## config.mk

```make
export PLATFORM = sky130hd
export DESIGN_NAME = axi_arbiter_flat
export DESIGN_NICKNAME = d
export VERILOG_FILES = /design/src/rtl/axi_arbiter_if.sv /design/src/rtl/axi_arbiter.sv /design/src/flat_wrapper.sv
export SDC_FILE = /design/constraint.sdc
export NUM_CORES = 1
export LEC_CHECK = 0
export ABC_CLOCK_PERIOD_IN_PS = 1900
export CORE_AREA = 5 5 175 177
export CTS_BUF_LIST = sky130_fd_sc_hd__clkbuf_8
export DETAILED_ROUTE_END_ITERATION = 10
export DIE_AREA = 0 0 180 182
export PLACE_DENSITY_LB_ADDON = 0.12
export SYNTH_ARGS = -nofsm -noshare
export SYNTH_HDL_FRONTEND = slang
export SYNTH_SLANG_ARGS = --single-unit
```

## constraint.sdc

```tcl
create_clock -name clk -period 1.9 [get_ports clk]
set_clock_uncertainty 0.15 [all_clocks]
set_input_delay 0.38 -clock clk [delete_from_list [all_inputs] [get_ports clk]]
set_output_delay 0.38 -clock clk [all_outputs]
set_load 0.02 [all_outputs]
```

## src/rtl/axi_arbiter_if.sv

```systemverilog
// AXI-style bus bundle shared by the IFU, LSU and MEM ports of the arbiter.
// Channels: AR (araddr/arvalid/arready), R (rdata/rresp/rvalid/rready),
//           AW (awaddr/awvalid/awready), W (wdata/wmask/wvalid/wready),
//           B (bresp/bvalid/bready).
// modport master : the side that issues requests (drives valids, address, data)
// modport slave  : the side that answers requests (drives readies and responses)
interface axi_if #(
  parameter int ADDR_W  = 32,
  parameter int DATA_W  = 32,
  parameter int WMASK_W = 8
);
  logic [ADDR_W-1:0]  araddr;
  logic               arvalid;
  logic               arready;
  logic [DATA_W-1:0]  rdata;
  logic [1:0]         rresp;
  logic               rvalid;
  logic               rready;
  logic [ADDR_W-1:0]  awaddr;
  logic               awvalid;
  logic               awready;
  logic [DATA_W-1:0]  wdata;
  logic [WMASK_W-1:0] wmask;
  logic               wvalid;
  logic               wready;
  logic [1:0]         bresp;
  logic               bvalid;
  logic               bready;

  modport master (
    output araddr, arvalid, input arready,
    input  rdata, rresp, rvalid, output rready,
    output awaddr, awvalid, input awready,
    output wdata, wmask, wvalid, input wready,
    input  bresp, bvalid, output bready
  );

  modport slave (
    input  araddr, arvalid, output arready,
    output rdata, rresp, rvalid, input rready,
    input  awaddr, awvalid, output awready,
    input  wdata, wmask, wvalid, output wready,
    output bresp, bvalid, input bready
  );
endinterface

```

## src/rtl/axi_arbiter.sv

```systemverilog
// 2:1 arbiter merging the IFU fetch master (read only) and the LSU master
// (read + write) onto the single MEM port. One transaction in flight at a time;
// the grant is held until its response handshake completes. LSU writes win,
// simultaneous reads alternate round-robin.
// Ports:
//   clk   - clock, everything on posedge
//   reset - asynchronous, active-high
//   ifu   - IFU master (AR/R only; AW/W/B answered with zeros)
//   lsu   - LSU master (AR/R/AW/W/B)
//   mem   - downstream memory slave
module axi_arbiter #(
  parameter int ADDR_W  = 32,
  parameter int DATA_W  = 32,
  parameter int WMASK_W = 8
) (
  input  logic   clk,
  input  logic   reset,
  axi_if.slave   ifu,
  axi_if.slave   lsu,
  axi_if.master  mem
);

  typedef enum logic [1:0] {IDLE, RD_IFU, RD_LSU, WR_LSU} state_t;

  state_t state_reg, state_next;
  logic   ar_done_reg, aw_done_reg, w_done_reg;
  logic   last_rd_reg;   // 1: LSU received the most recent read grant

  logic ar_hs, r_hs, aw_hs, w_hs, b_hs;

  // IFU write-side inputs are never routed anywhere.
  logic unused_ifu_wr;
  assign unused_ifu_wr = ^{ifu.awaddr, ifu.wdata, ifu.wmask, ifu.bready};

  always_ff @(posedge clk or posedge reset) begin
    if (reset) begin
      state_reg   <= IDLE;
      ar_done_reg <= 1'b0;
      aw_done_reg <= 1'b0;
      w_done_reg  <= 1'b0;
      last_rd_reg <= 1'b1;
    end else begin
      state_reg <= state_next;
      // Done flags keep a held-high valid from issuing a second request
      // inside the same grant; they are wiped whenever the grant ends.
      if (state_next == IDLE) begin
        ar_done_reg <= 1'b0;
        aw_done_reg <= 1'b0;
        w_done_reg  <= 1'b0;
      end else begin
        if (ar_hs) ar_done_reg <= 1'b1;
        if (aw_hs) aw_done_reg <= 1'b1;
        if (w_hs)  w_done_reg  <= 1'b1;
      end
      if (state_reg == IDLE && state_next == RD_IFU) last_rd_reg <= 1'b0;
      if (state_reg == IDLE && state_next == RD_LSU) last_rd_reg <= 1'b1;
    end
  end

  // Output routing: everything defaults to zero, the granted path is opened.
  always_comb begin
    mem.araddr  = {ADDR_W{1'b0}};
    mem.arvalid = 1'b0;
    mem.rready  = 1'b0;
    mem.awaddr  = {ADDR_W{1'b0}};
    mem.awvalid = 1'b0;
    mem.wdata   = {DATA_W{1'b0}};
    mem.wmask   = {WMASK_W{1'b0}};
    mem.wvalid  = 1'b0;
    mem.bready  = 1'b0;

    ifu.arready = 1'b0;
    ifu.rdata   = {DATA_W{1'b0}};
    ifu.rresp   = 2'b00;
    ifu.rvalid  = 1'b0;
    ifu.awready = 1'b0;
    ifu.wready  = 1'b0;
    ifu.bresp   = 2'b00;
    ifu.bvalid  = 1'b0;

    lsu.arready = 1'b0;
    lsu.rdata   = {DATA_W{1'b0}};
    lsu.rresp   = 2'b00;
    lsu.rvalid  = 1'b0;
    lsu.awready = 1'b0;
    lsu.wready  = 1'b0;
    lsu.bresp   = 2'b00;
    lsu.bvalid  = 1'b0;

    case (state_reg)
      RD_IFU: begin
        mem.araddr  = ifu.araddr;
        mem.arvalid = ifu.arvalid & ~ar_done_reg;
        ifu.arready = mem.arready & ~ar_done_reg;
        ifu.rvalid  = mem.rvalid;
        ifu.rdata   = mem.rdata;
        ifu.rresp   = mem.rresp;
        mem.rready  = ifu.rready;
      end
      RD_LSU: begin
        mem.araddr  = lsu.araddr;
        mem.arvalid = lsu.arvalid & ~ar_done_reg;
        lsu.arready = mem.arready & ~ar_done_reg;
        lsu.rvalid  = mem.rvalid;
        lsu.rdata   = mem.rdata;
        lsu.rresp   = mem.rresp;
        mem.rready  = lsu.rready;
      end
      WR_LSU: begin
        // AW and W are independent; either may finish first.
        mem.awaddr  = lsu.awaddr;
        mem.awvalid = lsu.awvalid & ~aw_done_reg;
        lsu.awready = mem.awready & ~aw_done_reg;
        mem.wdata   = lsu.wdata;
        mem.wmask   = lsu.wmask;
        mem.wvalid  = lsu.wvalid & ~w_done_reg;
        lsu.wready  = mem.wready & ~w_done_reg;
        lsu.bvalid  = mem.bvalid;
        lsu.bresp   = mem.bresp;
        mem.bready  = lsu.bready;
      end
      default: ;
    endcase
  end

  assign ar_hs = mem.arvalid & mem.arready;
  assign r_hs  = mem.rvalid  & mem.rready;
  assign aw_hs = mem.awvalid & mem.awready;
  assign w_hs  = mem.wvalid  & mem.wready;
  assign b_hs  = mem.bvalid  & mem.bready;

  // Next-state: the decision is registered, so a request seen in IDLE is
  // forwarded from the following cycle; a grant always returns through IDLE.
  always_comb begin
    state_next = state_reg;
    case (state_reg)
      IDLE: begin
        if (lsu.awvalid | lsu.wvalid)
          state_next = WR_LSU;
        else if (ifu.arvalid && lsu.arvalid)
          state_next = last_rd_reg ? RD_IFU : RD_LSU;
        else if (ifu.arvalid)
          state_next = RD_IFU;
        else if (lsu.arvalid)
          state_next = RD_LSU;
      end
      RD_IFU, RD_LSU: if (r_hs) state_next = IDLE;
      WR_LSU:         if (b_hs) state_next = IDLE;
      default:        state_next = IDLE;
    endcase
  end

  // The fetch master never writes.
  ifu_no_write: assert property (@(posedge clk) disable iff (reset)
                                 !(ifu.awvalid || ifu.wvalid));

endmodule

```

## src/flat_wrapper.sv

```systemverilog
// flat-port wrapper written by rule: the top's interface ports become plain ports
module axi_arbiter_flat 
#(
  parameter int ADDR_W  = 32,
  parameter int DATA_W  = 32,
  parameter int WMASK_W = 8
)
  (clk, reset, ifu_araddr, ifu_arvalid, ifu_arready, ifu_rdata, ifu_rresp, ifu_rvalid, ifu_rready, ifu_awaddr, ifu_awvalid, ifu_awready, ifu_wdata, ifu_wmask, ifu_wvalid, ifu_wready, ifu_bresp, ifu_bvalid, ifu_bready, lsu_araddr, lsu_arvalid, lsu_arready, lsu_rdata, lsu_rresp, lsu_rvalid, lsu_rready, lsu_awaddr, lsu_awvalid, lsu_awready, lsu_wdata, lsu_wmask, lsu_wvalid, lsu_wready, lsu_bresp, lsu_bvalid, lsu_bready, mem_araddr, mem_arvalid, mem_arready, mem_rdata, mem_rresp, mem_rvalid, mem_rready, mem_awaddr, mem_awvalid, mem_awready, mem_wdata, mem_wmask, mem_wvalid, mem_wready, mem_bresp, mem_bvalid, mem_bready);
  axi_if #(.ADDR_W(ADDR_W), .DATA_W(DATA_W), .WMASK_W(WMASK_W)) ifu_i ();
  axi_if #(.ADDR_W(ADDR_W), .DATA_W(DATA_W), .WMASK_W(WMASK_W)) lsu_i ();
  axi_if #(.ADDR_W(ADDR_W), .DATA_W(DATA_W), .WMASK_W(WMASK_W)) mem_i ();
  input  logic clk;
  input  logic reset;
  input wire logic [$bits(ifu_i.araddr)-1:0] ifu_araddr;
  input wire logic [$bits(ifu_i.arvalid)-1:0] ifu_arvalid;
  output wire logic [$bits(ifu_i.arready)-1:0] ifu_arready;
  output wire logic [$bits(ifu_i.rdata)-1:0] ifu_rdata;
  output wire logic [$bits(ifu_i.rresp)-1:0] ifu_rresp;
  output wire logic [$bits(ifu_i.rvalid)-1:0] ifu_rvalid;
  input wire logic [$bits(ifu_i.rready)-1:0] ifu_rready;
  input wire logic [$bits(ifu_i.awaddr)-1:0] ifu_awaddr;
  input wire logic [$bits(ifu_i.awvalid)-1:0] ifu_awvalid;
  output wire logic [$bits(ifu_i.awready)-1:0] ifu_awready;
  input wire logic [$bits(ifu_i.wdata)-1:0] ifu_wdata;
  input wire logic [$bits(ifu_i.wmask)-1:0] ifu_wmask;
  input wire logic [$bits(ifu_i.wvalid)-1:0] ifu_wvalid;
  output wire logic [$bits(ifu_i.wready)-1:0] ifu_wready;
  output wire logic [$bits(ifu_i.bresp)-1:0] ifu_bresp;
  output wire logic [$bits(ifu_i.bvalid)-1:0] ifu_bvalid;
  input wire logic [$bits(ifu_i.bready)-1:0] ifu_bready;
  input wire logic [$bits(lsu_i.araddr)-1:0] lsu_araddr;
  input wire logic [$bits(lsu_i.arvalid)-1:0] lsu_arvalid;
  output wire logic [$bits(lsu_i.arready)-1:0] lsu_arready;
  output wire logic [$bits(lsu_i.rdata)-1:0] lsu_rdata;
  output wire logic [$bits(lsu_i.rresp)-1:0] lsu_rresp;
  output wire logic [$bits(lsu_i.rvalid)-1:0] lsu_rvalid;
  input wire logic [$bits(lsu_i.rready)-1:0] lsu_rready;
  input wire logic [$bits(lsu_i.awaddr)-1:0] lsu_awaddr;
  input wire logic [$bits(lsu_i.awvalid)-1:0] lsu_awvalid;
  output wire logic [$bits(lsu_i.awready)-1:0] lsu_awready;
  input wire logic [$bits(lsu_i.wdata)-1:0] lsu_wdata;
  input wire logic [$bits(lsu_i.wmask)-1:0] lsu_wmask;
  input wire logic [$bits(lsu_i.wvalid)-1:0] lsu_wvalid;
  output wire logic [$bits(lsu_i.wready)-1:0] lsu_wready;
  output wire logic [$bits(lsu_i.bresp)-1:0] lsu_bresp;
  output wire logic [$bits(lsu_i.bvalid)-1:0] lsu_bvalid;
  input wire logic [$bits(lsu_i.bready)-1:0] lsu_bready;
  output wire logic [$bits(mem_i.araddr)-1:0] mem_araddr;
  output wire logic [$bits(mem_i.arvalid)-1:0] mem_arvalid;
  input wire logic [$bits(mem_i.arready)-1:0] mem_arready;
  input wire logic [$bits(mem_i.rdata)-1:0] mem_rdata;
  input wire logic [$bits(mem_i.rresp)-1:0] mem_rresp;
  input wire logic [$bits(mem_i.rvalid)-1:0] mem_rvalid;
  output wire logic [$bits(mem_i.rready)-1:0] mem_rready;
  output wire logic [$bits(mem_i.awaddr)-1:0] mem_awaddr;
  output wire logic [$bits(mem_i.awvalid)-1:0] mem_awvalid;
  input wire logic [$bits(mem_i.awready)-1:0] mem_awready;
  output wire logic [$bits(mem_i.wdata)-1:0] mem_wdata;
  output wire logic [$bits(mem_i.wmask)-1:0] mem_wmask;
  output wire logic [$bits(mem_i.wvalid)-1:0] mem_wvalid;
  input wire logic [$bits(mem_i.wready)-1:0] mem_wready;
  input wire logic [$bits(mem_i.bresp)-1:0] mem_bresp;
  input wire logic [$bits(mem_i.bvalid)-1:0] mem_bvalid;
  output wire logic [$bits(mem_i.bready)-1:0] mem_bready;
  assign ifu_i.araddr = ifu_araddr;
  assign ifu_i.arvalid = ifu_arvalid;
  assign ifu_arready = ifu_i.arready;
  assign ifu_rdata = ifu_i.rdata;
  assign ifu_rresp = ifu_i.rresp;
  assign ifu_rvalid = ifu_i.rvalid;
  assign ifu_i.rready = ifu_rready;
  assign ifu_i.awaddr = ifu_awaddr;
  assign ifu_i.awvalid = ifu_awvalid;
  assign ifu_awready = ifu_i.awready;
  assign ifu_i.wdata = ifu_wdata;
  assign ifu_i.wmask = ifu_wmask;
  assign ifu_i.wvalid = ifu_wvalid;
  assign ifu_wready = ifu_i.wready;
  assign ifu_bresp = ifu_i.bresp;
  assign ifu_bvalid = ifu_i.bvalid;
  assign ifu_i.bready = ifu_bready;
  assign lsu_i.araddr = lsu_araddr;
  assign lsu_i.arvalid = lsu_arvalid;
  assign lsu_arready = lsu_i.arready;
  assign lsu_rdata = lsu_i.rdata;
  assign lsu_rresp = lsu_i.rresp;
  assign lsu_rvalid = lsu_i.rvalid;
  assign lsu_i.rready = lsu_rready;
  assign lsu_i.awaddr = lsu_awaddr;
  assign lsu_i.awvalid = lsu_awvalid;
  assign lsu_awready = lsu_i.awready;
  assign lsu_i.wdata = lsu_wdata;
  assign lsu_i.wmask = lsu_wmask;
  assign lsu_i.wvalid = lsu_wvalid;
  assign lsu_wready = lsu_i.wready;
  assign lsu_bresp = lsu_i.bresp;
  assign lsu_bvalid = lsu_i.bvalid;
  assign lsu_i.bready = lsu_bready;
  assign mem_araddr = mem_i.araddr;
  assign mem_arvalid = mem_i.arvalid;
  assign mem_i.arready = mem_arready;
  assign mem_i.rdata = mem_rdata;
  assign mem_i.rresp = mem_rresp;
  assign mem_i.rvalid = mem_rvalid;
  assign mem_rready = mem_i.rready;
  assign mem_awaddr = mem_i.awaddr;
  assign mem_awvalid = mem_i.awvalid;
  assign mem_i.awready = mem_awready;
  assign mem_wdata = mem_i.wdata;
  assign mem_wmask = mem_i.wmask;
  assign mem_wvalid = mem_i.wvalid;
  assign mem_i.wready = mem_wready;
  assign mem_i.bresp = mem_bresp;
  assign mem_i.bvalid = mem_bvalid;
  assign mem_bready = mem_i.bready;
  axi_arbiter #(.ADDR_W(ADDR_W), .DATA_W(DATA_W), .WMASK_W(WMASK_W)) u_core (.clk(clk), .reset(reset), .ifu(ifu_i), .lsu(lsu_i), .mem(mem_i));
endmodule
```

==> results of run 1 <==
==> power by group through the flow <==
stage                     registers [mW]  logic (mW)  clock network (mW)
after detailed placement           0.236        7.33                   0
after CTS                          0.242        11.5               0.201
final                              0.242        11.9               0.196
after global routing               0.255        12.6               0.212
after floorplan                    0.227        3.70                   0
after global placement             0.235        7.40                   0
==> logic make-up (layout without fill, tap and decap cells) <==
logic type / Yosys count / count (layout) / share of synthesized area
buffers and inverters: 38 / 467 / 0.0860
AOI/OAI and AO/OA: 47 / 47 / 0.181
and+or+nand+nor: 197 / 197 / 0.624
adders and majority gates: 4 / 4 / 0.0253
muxes: 1 / 1 / 0.00506
other: 1 / 5 / 0.00189
DFF: 6 / 6 / 0.0765
==> metrics by stage <==
step / setup TNS [ns] / utilization / hold slack [ns] / power, mW
floorplan: 0 / - / 0.0202 / 3.93
global placement: -67.24 / 0.221 / 0.423 / 7.64
detailed placement: -65.56 / 0.221 / 0.425 / 7.57
CTS: -60.40 / 0.271 / 0.240 / 12.0
global route: -53.41 / 0.283 / 0.248 / 13.1
finish: -41.40 / 0.283 / 0.228 / 12.3
==> layout by cell type, fill, tap and decap left out, drive strengths merged, types with 2 or more instances in the layout <==
cell and n:
and3b 6, a22oi 34, clkdlybuf4s50 185, and2 146, nand2b 2, nor2 4, a31oi 3, clkbuf 7
dfrtp 5, ha 4, nand2 3, conb 5, inv 6, buf 268, nor2b 34, a21oi 4
==> worst reg2reg max path, cell delays in order, from the launching register on <==
cell,delay (ns)
dfrtp_1,0.38
buf_6,0.12
inv_4,0.04
buf_6,0.11
ha_4,0.26
buf_4,0.14
buf_6,0.11
buf_6,0.11
nor2b_4,0.11
a221o_1,0.35
a22oi_4,0.21
a31oi_1,0.11
==> area by class of cell <==
class,count,area [um^2]
Fill cell,3060,20900
Timing Repair Buffer,458,5120
Multi-Input combinational cell,254,2400
Tap cell,390,488
Sequential cell,6,151
Clock buffer,3,41.3
Inverter,5,21.3
Clock inverter,1,3.75
==> repair_timing <==
action                     in CTS  in global routing
setup endpoints to repair     191                191
cloned                         21                  4
gates resized for setup      1138                167
setup buffers                  43                  8
pin swaps                      15                 71
==> worst paths after layout <==
kind / to / slack (ns) / depth (start not counted)
max reg2reg: u_core.w_done_reg$_DFFE_PP0P_ / -0.41 / 11
min reg2reg: u_core.aw_done_reg$_DFFE_PP0P_ / 0.44 / 2
min: u_core.w_done_reg$_DFFE_PP0P_ / 0.23 / 2
max: mem_araddr[21] / -0.42 / 9
max in group asynchronous: u_core.last_rd_reg$_DFFE_PP1P_ / 1.11 / 2
min in group clk: u_core.aw_done_reg$_DFFE_PP0P_ / 0.44 / 2
==> per-layer routing <==
layer / routed length [um] / GRT usage / vias to the layer above
met4: 102 / 0.00853 / 2
met3: 1390 / 0.0292 / 11
met2: 10500 / 0.207 / 190
li1: - / - / 1828
met5: 13 / 0 / -
met1: 6920 / 0.111 / 1775
==> flow_summary.json, run 1 <==
{
  "synthTopCellsByArea": "and2_1, a22oi_1, nor2b_1, dfrtp_1, clkbuf_1",
  "pwr-share-clk": 0.016,
  "die_h_um": 182,
  "start_util": 0.0681,
  "synth_warnings": 0,
  "wire_per_inst_um": 17.0,
  "ant_nets": 0,
  "io_pins": 452,
  "drv_cap": 0,
  "cp_max_fo": 5,
  "largest_register_ffs": 2,
  "synth_top_area_frac": 0.461,
  "dr.pass1.iters": 4,
  "fmax_ghz": 0.430,
  "seq_area_frac_synth": 0.0765,
  "grt_pass1_wl_um": 26500,
  "p_comb_frac": 0.964,
  "drv_slew": 0,
  "ys.flop_type": "dfrtp_1",
  "grt_max_degree": 15,
  "p_sw_frac": 0.412,
  "vias": 3806,
  "row_count": 63,
  "synth_area_mm2": 0.00198,
  "ir_worst_vdd_v": 0.000632,
  "slowest_delay_ns": 0.38,
  "h-tree-depth": 1,
  "clk_latency_ns": 0.22,
  "cp_common_cell": "buf_6",
  "fin_nets": 993,
  "drt_iter0_drc": 52,
  "synth_most_common_cell": "and2_1",
  "yosysTopAreaCell": "and2_1",
  "synthTopCellsByCount": "and2_1, nor2b_1, a22oi_1",
  "path_buf_inv": 7,
  "synth-edff-count": 0,
  "n_antenna_cell": 0,
  "yosys_register_bits": 6,
  "ctsHoldBuffers": 0,
  "die_area_mm2": 0.0328,
  "dp.cells": 1049,
  "first_global_vias": 4165,
  "wl_um": 18900,
  "antenna_found_initial": 1,
  "period_share": 1.22,
  "fin_area_mm2": 0.00823,
  "layout_setup_ws_ns": -0.423,
  "io_buffers": 371,
  "drive_gt1_frac": 0.656,
  "critical_path.slowest_cell": "dfrtp_1",
  "drc": 0,
  "internal_power_mw": 7.24,
  "power.density_mw_per_mm2": 1500,
  "clk_pin_slew_ns": 0.04,
  "p_seq_frac": 0.020,
  "dieWidth_um": 180,
  "cp_data_arrival_time_ns": 1.79,
  "cts_made_buffers": 3,
  "gr-total-overflow": 0,
  "cpLargestDelayFamily": "buffers and inverters",
  "rsz0062_at_grt": "yes",
  "startpoint_type": "flip-flop",
  "status": "finished with violations",
  "hold_class": "input port to async pin",
  "fin_crit_ns": 2.32,
  "async_reset_ff_frac": 1.00,
  "setup_violations": 190,
  "crit_path_end_kind": "output pin",
  "vias_per_cell": 3.41,
  "routabilityCongestion": 0.734,
  "grt_use_total": 0.103,
  "hpwl_um": 12900,
  "cts_tree": "yes",
  "synth_cells": 294,
  "regToRegStartpoint": "u_core.state_reg[0]$_DFF_PP0_",
  "dpl_cell_area_mm2": 0.00643,
  "crit_type": "flip-flop to output pin",
  "avgSynthCellArea_um2": 6.73,
  "post-place-ws_ns": -0.515,
  "cts_buffer_depth": 2,
  "area_growth_pct": 316,
  "core_area_mm2": 0.0291,
  "leakage_nw": 3.65,
  "path_cells": "buf_6 > inv_4 > buf_6 > ha_4 > buf_12 > buf_16 > buf_6 > nor2b_4 > buf_6",
  "cts_root_buf": "clkbuf_8",
  "finalNonFillerCells": 1117,
  "critPathRequiredTime_ns": 1.37,
  "power.switching_mw": 5.08,
  "final_hold_viol_count": 0,
  "worstSetupStartpoint": "u_core.state_reg[0]$_DFF_PP0_",
  "violations": "setup timing",
  "ys_types": 29,
  "cts_sinks": 6
}
No activity file was read; power rests on OpenSTA's default activity.
==> inputs of run 2 (changes only) <==
--- a/config.mk
+++ b/config.mk
@@ -10,7 +10,7 @@
 export CTS_BUF_LIST = sky130_fd_sc_hd__clkbuf_8
 export DETAILED_ROUTE_END_ITERATION = 10
 export DIE_AREA = 0 0 180 182
-export PLACE_DENSITY_LB_ADDON = 0.12
+export PLACE_DENSITY_LB_ADDON = 0.08
 export SYNTH_ARGS = -nofsm -noshare
 export SYNTH_HDL_FRONTEND = slang
 export SYNTH_SLANG_ARGS = --single-unit
==> flow_summary.json, run 2 (synthesized netlist as in run 1, its figures left out) <==
{
  "fillers": 3217,
  "cts_sinks": 6,
  "hold_class": "input port to async pin",
  "first_global_vias": 3875,
  "area_growth_pct": 247,
  "grt_max_degree": 31,
  "cts_tree": "yes",
  "die_h_um": 182,
  "ctsHoldBuffers": 0,
  "fmax_ghz": 0.455,
  "power.density_mw_per_mm2": 1270,
  "dpl_cell_area_mm2": 0.00650,
  "clk_pin_slew_ns": 0.04,
  "h-tree-depth": 1,
  "io_buffers": 371,
  "status": "finished with violations",
  "cp_data_arrival_time_ns": 1.67,
  "fin_crit_ns": 2.20,
  "dieWidth_um": 180,
  "critPathRequiredTime_ns": 1.37,
  "slowest_delay_ns": 0.39,
  "critical_path.slowest_cell": "dfrtp_1",
  "setup_violations": 189,
  "holdWs_ns": 0.236,
  "cp_max_fo": 14,
  "final_cell_mix": "clkdlybuf4s50_1, buf_4, and2_1",
  "fin_area_mm2": 0.00686,
  "layout_commonest_cell": "clkdlybuf4s50_1",
  "start_util": 0.0681,
  "grt_use_total": 0.0940,
  "largest_register_ffs": 2,
  "p_seq_frac": 0.028,
  "cts_root_buf": "clkbuf_8",
  "drc": 0,
  "path_cells": "buf_4 > ha_4 > buf_12 > buf_16 > a22oi_2 > nor2b_2 > buf_4",
  "io_pins": 452,
  "routabilityCongestion": 0.706,
  "n_antenna_cell": 0,
  "ir_worst_vdd_v": 0.000557,
  "violations": "setup timing",
  "wire_per_inst_um": 16.1,
  "final_hold_viol_count": 0,
  "drv_slew": 0,
  "hpwl_um": 14500,
  "pwr-share-clk": 0.023,
  "fin_nets": 954,
  "worstSetupStartpoint": "u_core.state_reg[0]$_DFF_PP0_",
  "cp_common_cell": "buf_4",
  "grt_pass1_wl_um": 24300,
  "core_area_mm2": 0.0291,
  "drv_cap": 0,
  "cts_buffer_depth": 2,
  "crit_path_end_kind": "output pin",
  "p_comb_frac": 0.949,
  "gr-total-overflow": 0,
  "antenna_found_initial": 0,
  "regToRegStartpoint": "u_core.state_reg[1]$_DFF_PP0_",
  "cts_made_buffers": 3,
  "internal_power_mw": 4.58,
  "wl_um": 17400,
  "power.switching_mw": 4.13,
  "rsz0062_at_grt": "yes",
  "drive_gt1_frac": 0.522,
  "die_area_mm2": 0.0328,
  "row_count": 63,
  "crit_type": "flip-flop to output pin",
  "layout_setup_ws_ns": -0.297,
  "ant_nets": 0,
  "path_buf_inv": 4,
  "p_sw_frac": 0.474,
  "startpoint_type": "flip-flop",
  "cpLargestDelayFamily": "buffers and inverters",
  "clk_latency_ns": 0.22,
  "vias_per_cell": 3.33,
  "drt_iter0_drc": 44,
  "period_share": 1.16,
  "leakage_nw": 2.91,
  "vias": 3588,
  "dr.pass1.iters": 4
}
run 2: changes by cell type in the layout (fill, tap and decap cells not counted), moves of 12 or more:
cell,previous run,this run
clkdlybuf4s15_2,0,40
buf_16,14,2
and2_4,113,16
buf_6,171,44
nor2b_4,29,0
and2_1,17,95
clkbuf_2,0,27
buf_4,44,96
and2_2,16,35
nor2b_2,5,32
run 2: stage by stage:
| step | setup TNS [ns] | util | power (mW) | setup slack [ns] | instances |
|---|---|---|---|---|---|
| finish | -35.64 | 0.236 | 8.71 | -0.297 | 1078 |
| global route | -49.16 | 0.236 | 9.30 | -0.360 | 1078 |
| CTS | -47.63 | 0.230 | 8.19 | -0.331 | 1064 |
| detailed placement | -80.91 | 0.224 | 7.86 | -0.552 | 1055 |
| global placement | -78.58 | 0.224 | 7.91 | -0.524 | 1055 |
| floorplan | 0 | - | 3.93 | 0.0000453 | 298 |
run 2: path summary, 6_finish.rpt:
path                                                        to  slack [ns]  cells past startpoint
worst max-delay path                            mem_araddr[28]       -0.30                      7
worst min-delay path            u_core.aw_done_reg$_DFFE_PP0P_        0.24                      2
worst max register to register  u_core.ar_done_reg$_DFFE_PP0P_       -0.15                      7
worst min register to register  u_core.last_rd_reg$_DFFE_PP1P_        0.42                      1
max in group asynchronous       u_core.last_rd_reg$_DFFE_PP1P_        1.10                      2
min in group clk                u_core.last_rd_reg$_DFFE_PP1P_        0.42                      1
run 2: power groups by stage:
stage | combinational [mW] | clock (mW) | sequential, mW
after global routing | 8.83 | 0.215 | 0.257
final | 8.27 | 0.200 | 0.247
after CTS | 7.74 | 0.206 | 0.245
after floorplan | 3.70 | 0 | 0.227
after detailed placement | 7.62 | 0 | 0.240
after global placement | 7.67 | 0 | 0.240
run 2: timing repair:
action / in CTS / in global routing
setup buffers: 3 / 11
gates cloned: 2 / 3
gates resized for setup: 658 / 209
pin swaps: 3 / 15
setup endpoints to repair: 191 / 191
run 2: final cells by class:
cell class | count | area [um^2] | area share
Tap cell | 390 | 488 | 0.0711
Clock inverter | 1 | 3.75 | 0.000547
Inverter | 5 | 18.8 | 0.00274
Multi-Input combinational cell | 254 | 2030 | 0.296
Clock buffer | 3 | 41.3 | 0.00602
Timing Repair Buffer | 419 | 4120 | 0.601
Sequential cell | 6 | 153 | 0.0223
run 2: per-layer routing:
metal / track usage / wire length [um] / vias to the layer above
li1: - / - / 1730
met1: 0.0948 / 6190 / 1613
met2: 0.187 / 9310 / 233
met3: 0.0379 / 1720 / 12
met4: 0.00853 / 145 / 0
met5: 0 / 0 / -
==> patch 1 (flow settings as in run 2) <==
`ADDR_W` is set to 32 in 3 places; all go to 64.
--- a/src/rtl/axi_arbiter_if.sv
+++ b/src/rtl/axi_arbiter_if.sv
@@ -5,7 +5,7 @@
 // modport master : the side that issues requests (drives valids, address, data)
 // modport slave  : the side that answers requests (drives readies and responses)
 interface axi_if #(
-  parameter int ADDR_W  = 32,
+  parameter int ADDR_W  = 64,
   parameter int DATA_W  = 32,
   parameter int WMASK_W = 8
 );
--- a/src/rtl/axi_arbiter.sv
+++ b/src/rtl/axi_arbiter.sv
@@ -9,7 +9,7 @@
 //   lsu   - LSU master (AR/R/AW/W/B)
 //   mem   - downstream memory slave
 module axi_arbiter #(
-  parameter int ADDR_W  = 32,
+  parameter int ADDR_W  = 64,
   parameter int DATA_W  = 32,
   parameter int WMASK_W = 8
 ) (
--- a/src/flat_wrapper.sv
+++ b/src/flat_wrapper.sv
@@ -1,7 +1,7 @@
 // flat-port wrapper written by rule: the top's interface ports become plain ports
 module axi_arbiter_flat 
 #(
-  parameter int ADDR_W  = 32,
+  parameter int ADDR_W  = 64,
   parameter int DATA_W  = 32,
   parameter int WMASK_W = 8
 )
Ports: changed (6 resized); port bits go from 452 to 644. No check against the original RTL was run, so the function may have changed too.
==> patch 1 against run 2 <==
The run still ends with negative setup slack left; final cell count is 25% higher; setup slack worse by 130 ps; power is 40% higher; cell area is 32% higher; wire length is 88% higher; area after synthesis is 34% higher; first-iteration DRC count grew to 3.6 times the old value; hold slack better by 8.4 ps; maximum frequency is 5.8% lower; sequential power is 6% lower; sequential cell count stayed put; highest routed layer is now met5.
==> patch 1: results (changes against run 2) <==
[outcome]
status=finished with violations  ; unchanged
violations=negative setup slack  ; unchanged

[critical_path]
reg2reg_slack_ps=-350  ; was -150 ps
r2r_cells=9  ; was 7
crit_fanout=6  ; was 14
cp.arrival_ps=1800  ; was 1670 ps
worstSetupEndpoint=mem_rready  ; was mem_araddr[28]
cp-startpoint=u_core.state_reg[1]  ; was u_core.state_reg[0]
reg2reg_from=u_core.state_reg[0]  ; was u_core.state_reg[1]
timing.rr.end=u_core.aw_done_reg  ; was u_core.ar_done_reg

[route]
routedWlPerCell_um=24.3  ; was 16.1 um
dr.first_iter.drc_count=159  ; was 44
wirelength_um=32700  ; was 17,400 um
wl_met3_um=2700  ; was 1720 um
wl_met1_um=10900  ; was 6190 um
top_layer=met5  ; was met4
dr_total_vias=5100  ; was 3,588
wl_met2_um=18500  ; was 9310 um
dr.pass1.iters=4  ; unchanged

[power]
p_leak_uw=0.00400  ; was 0.00291 uW
ir_drop_mv=0.659  ; was 0.557 mV

[placement]
place_area_sq_mm=0.00888  ; was 0.00650 sq mm
dp_slack_ps=-554  ; was -552 ps
io_buffer_count=531  ; was 371
dp.cells=1321  ; was 1,055
hpwl_um=27500  ; was 14,500 um
gp_routability_congestion=0.877  ; was 0.706

[logic_synthesis]
synth-adder-area-share_pct=1.88  ; was 2.53%
ys_seq_area_share_pct=5.69  ; was 7.65%
synthMuxAreaShare_pct=0.376  ; was 0.506%
synthCells=403  ; was 294
synthTopCellsByArea=and2_1, a22oi_1, nor2b_1  ; unchanged
synth_compound_area_share_pct=22.2  ; was 18.1%
synth_commonest_cells=and2_1, nor2b_1, a22oi_1  ; unchanged
ys_types=26  ; was 29
synth_ff_type=dfrtp_1  ; unchanged

[timing]
setup_ws_ps=-431  ; was -297 ps
finalSetupViolCount=255  ; was 189
tns_ps=-63850  ; was -35,640 ps

[global_routing]
global_route.usage.met1_pct=16.7  ; was 9.48%
grt_max_degree=57  ; was 31
grt_usage_pct=17.6  ; was 9.40%
grt_first_pass_wirelength_um=41800  ; was 24,300 um
grt_pass1_vias=5295  ; was 3,875
antenna_found_initial=8  ; was 0
use_met3_pct=6.33  ; was 3.79%
met2_usage_pct=35.9  ; was 18.7%

[layout]
finalNetCount=1348  ; was 954
n_fill_cell=3119  ; was 3,217
drive_gt1_share_pct=39.6  ; was 52.2%

patch 1: cell count changes after synthesis, sizes merged:
cell and change:
a22oi +32, and2 +32, buf -2, clkbuf +15
nor2b +32
patch 1: final cells by class:
| class | count | area [sq um] | area share (%) |
|---|---|---|---|
| repair buffers | 589 | 5600 | 61.9 |
| multi-input cells | 350 | 2740 | 30.3 |
| well taps | 390 | 488 | 5.40 |
| flip-flops and latches | 6 | 151 | 1.67 |
| clock buffers | 3 | 41.3 | 0.457 |
| inverters | 5 | 18.8 | 0.208 |
| clock inverters | 1 | 3.75 | 0.0415 |
| diodes | 1 | 2.50 | 0.0277 |
patch 1: timing repair:
| item | CTS | global route |
|---|---|---|
| buffers inserted | 1 | 8 |
| gates resized for setup | 466 | 305 |
| pin swaps | 10 | 14 |
| setup endpoints to repair | 255 | 255 |
| gates cloned | 1 | 9 |
patch 1: critical path, cell delays in order, from the launching register on:
cell and delay (ps):
dfrtp_1 390, buf_6 140, ha_4 220, buf_16 170
buf_6 110, a22oi_2 220, buf_4 160, nor2b_4 40
buf_12 120
patch 1: worst min-delay path by stage:
stage | from | to | slack (ps) | depth (start not counted)
3_5_place_dp | u_core.last_rd_reg | u_core.last_rd_reg | 420 | 1
5_1_grt | reset | u_core.state_reg[1] | 280 | 2
6_report | reset | u_core.state_reg[1] | 240 | 2
2_1_floorplan | reset | u_core.ar_done_reg | 20 | 1
4_1_cts | reset | u_core.w_done_reg | 260 | 2
3_3_place_gp | u_core.last_rd_reg | u_core.last_rd_reg | 430 | 1
patch 1: report_power, final:
part / leakage [uW] / internal (uW) / switching [uW] / total [uW]
clock: 0.0000269 / 139 / 59.0 / 198
combinational: 0.00390 / 5740 / 6020 / 11800
sequential: 0.0000755 / 189 / 42.2 / 231
==> patch 2 (config.mk and constraints of run 2) <==
Without the edit above. The 4 states of `state_t` get a one-hot encoding in 4 bits.
--- a/src/rtl/axi_arbiter.sv
+++ b/src/rtl/axi_arbiter.sv
@@ -20,7 +20,7 @@
   axi_if.master  mem
 );
 
-  typedef enum logic [1:0] {IDLE, RD_IFU, RD_LSU, WR_LSU} state_t;
+  typedef enum logic [3:0] {IDLE = 4'b0001, RD_IFU = 4'b0010, RD_LSU = 4'b0100, WR_LSU = 4'b1000} state_t;
 
   state_t state_reg, state_next;
   logic   ar_done_reg, aw_done_reg, w_done_reg;
Formal check against the unedited RTL: no difference found for any inputs over 10 cycles, from zero or initial values and one cycle with reset high; not proved beyond that.
==> patch 2 against run 2 <==
The flow still finishes with violations (negative setup slack); first-iteration DRC count increased by 68%; non-clock buffer count increased by 21; power decreased by 45%; largest cell class unchanged; critical path type unchanged; critical endpoint is now ifu_rresp[0]; wire length increased by 11%; cell area increased by 9.0%; clock power increased by 2%; setup slack got worse by 120 ps; sequential cell count increased by 2; register-to-register slack improved by 20 ps; area after synthesis decreased by 3.0%.
==> patch 2: results (changes against run 2) <==
[outcome]
status=finished with violations  ; unchanged
violations=negative setup slack  ; unchanged

[logic_synthesis]
synthTopCellsByArea=and2_1, a22o_1, dfrtp_1  ; was and2_1, a22oi_1, nor2b_1
synthMuxAreaShare_pct=0  ; was 0.506%
ys_seq_area_share_pct=10.6  ; was 7.65%
synth_commonest_cells=and2_1, a22o_1, clkbuf_1  ; was and2_1, nor2b_1, a22oi_1
ys_types=30  ; was 29
synthCells=273  ; was 294
synth-adder-area-share_pct=0  ; was 2.53%
synthXorXnorAreaFrac_pct=0.456  ; was 0%

[layout]
clock_area_share_pct=0.552  ; was 0.657%
largest_reg_flops=4  ; was 2
drive_gt1_share_pct=63.1  ; was 52.2%
buffers=440  ; was 419
antenna_cells=1  ; was 0
multi_input_area_sq_mm=0.00213  ; was 0.00203 sq mm

[critical_path]
cp-startpoint=u_core.state_reg[2]  ; was u_core.state_reg[0]
worstSetupEndpoint=ifu_rresp[0]  ; was mem_araddr[28]
max_stage_delay_ps=460  ; was 390 ps
r2r_cells=8  ; was 7
reg2reg_from=u_core.state_reg[0]  ; was u_core.state_reg[1]
crit_fanout=22  ; was 14
reg2reg_slack_ps=-130  ; was -150 ps
timing.rr.end=u_core.w_done_reg  ; was u_core.ar_done_reg

[placement]
place_area_sq_mm=0.00677  ; was 0.00650 sq mm
dp.cells=1044  ; was 1,055
gp_routability_congestion=0.742  ; was 0.706
dp_slack_ps=-624  ; was -552 ps
hpwl_um=15900  ; was 14,500 um

[power]
p_leak_uw=0.00338  ; was 0.00291 uW
p_per_area_mw_per_mm2=641  ; was 1270 mW/mm^2
ir_drop_mv=0.234  ; was 0.557 mV

[timing]
finalSetupViolCount=191  ; was 189
setup_ws_ps=-415  ; was -297 ps

[route]
routedWlPerCell_um=17.8  ; was 16.1 um
wl_met1_um=7670  ; was 6190 um
wl_met3_um=913  ; was 1720 um
wl_met2_um=10600  ; was 9310 um
wirelength_um=19200  ; was 17,400 um

[global_routing]
grt_pass1_vias=3540  ; was 3,875
grt_first_pass_wirelength_um=25400  ; was 24,300 um
grt_max_degree=29  ; was 31
grt_usage_pct=10.1  ; was 9.40%
global_route.usage.met1_pct=11.7  ; was 9.48%
use_met3_pct=2.10  ; was 3.79%

[patch 2: changes by cell type after synthesis, sizes merged, moves of 2 or more]
cell and delta:
clkbuf -8, buf +7, ha -4, nor2 +7, and2 -2, o21ai +3, nand3 +2, nor2b -32
a22o +32, nor3 +2, a22oi -34, nor4b +4
[patch 2: power by group]
| group | leakage, uW | internal [uW] | total [uW] | switching, uW |
|---|---|---|---|---|
| Combinational | 0.00326 | 2440 | 4270 | 1820 |
| Clock | 0.0000216 | 137 | 204 | 66.6 |
| Sequential | 0.0000983 | 239 | 320 | 81.0 |
[patch 2: metrics by stage]
| step | total power [uW] | hold WS [ps] |
|---|---|---|
| floorplan | 1850 | 44.2 |
| global placement | 3670 | 325 |
| detailed placement | 3660 | 330 |
| CTS | 4190 | 286 |
| global route | 5060 | 314 |
| finish | 4790 | 261 |
[patch 2: what timing repair did]
action,in CTS,in global routing
pin swaps,5,38
gates resized for setup,757,292
setup buffers,6,16
hold endpoints to repair,0,0
setup endpoints to repair,186,190
cloned,2,10
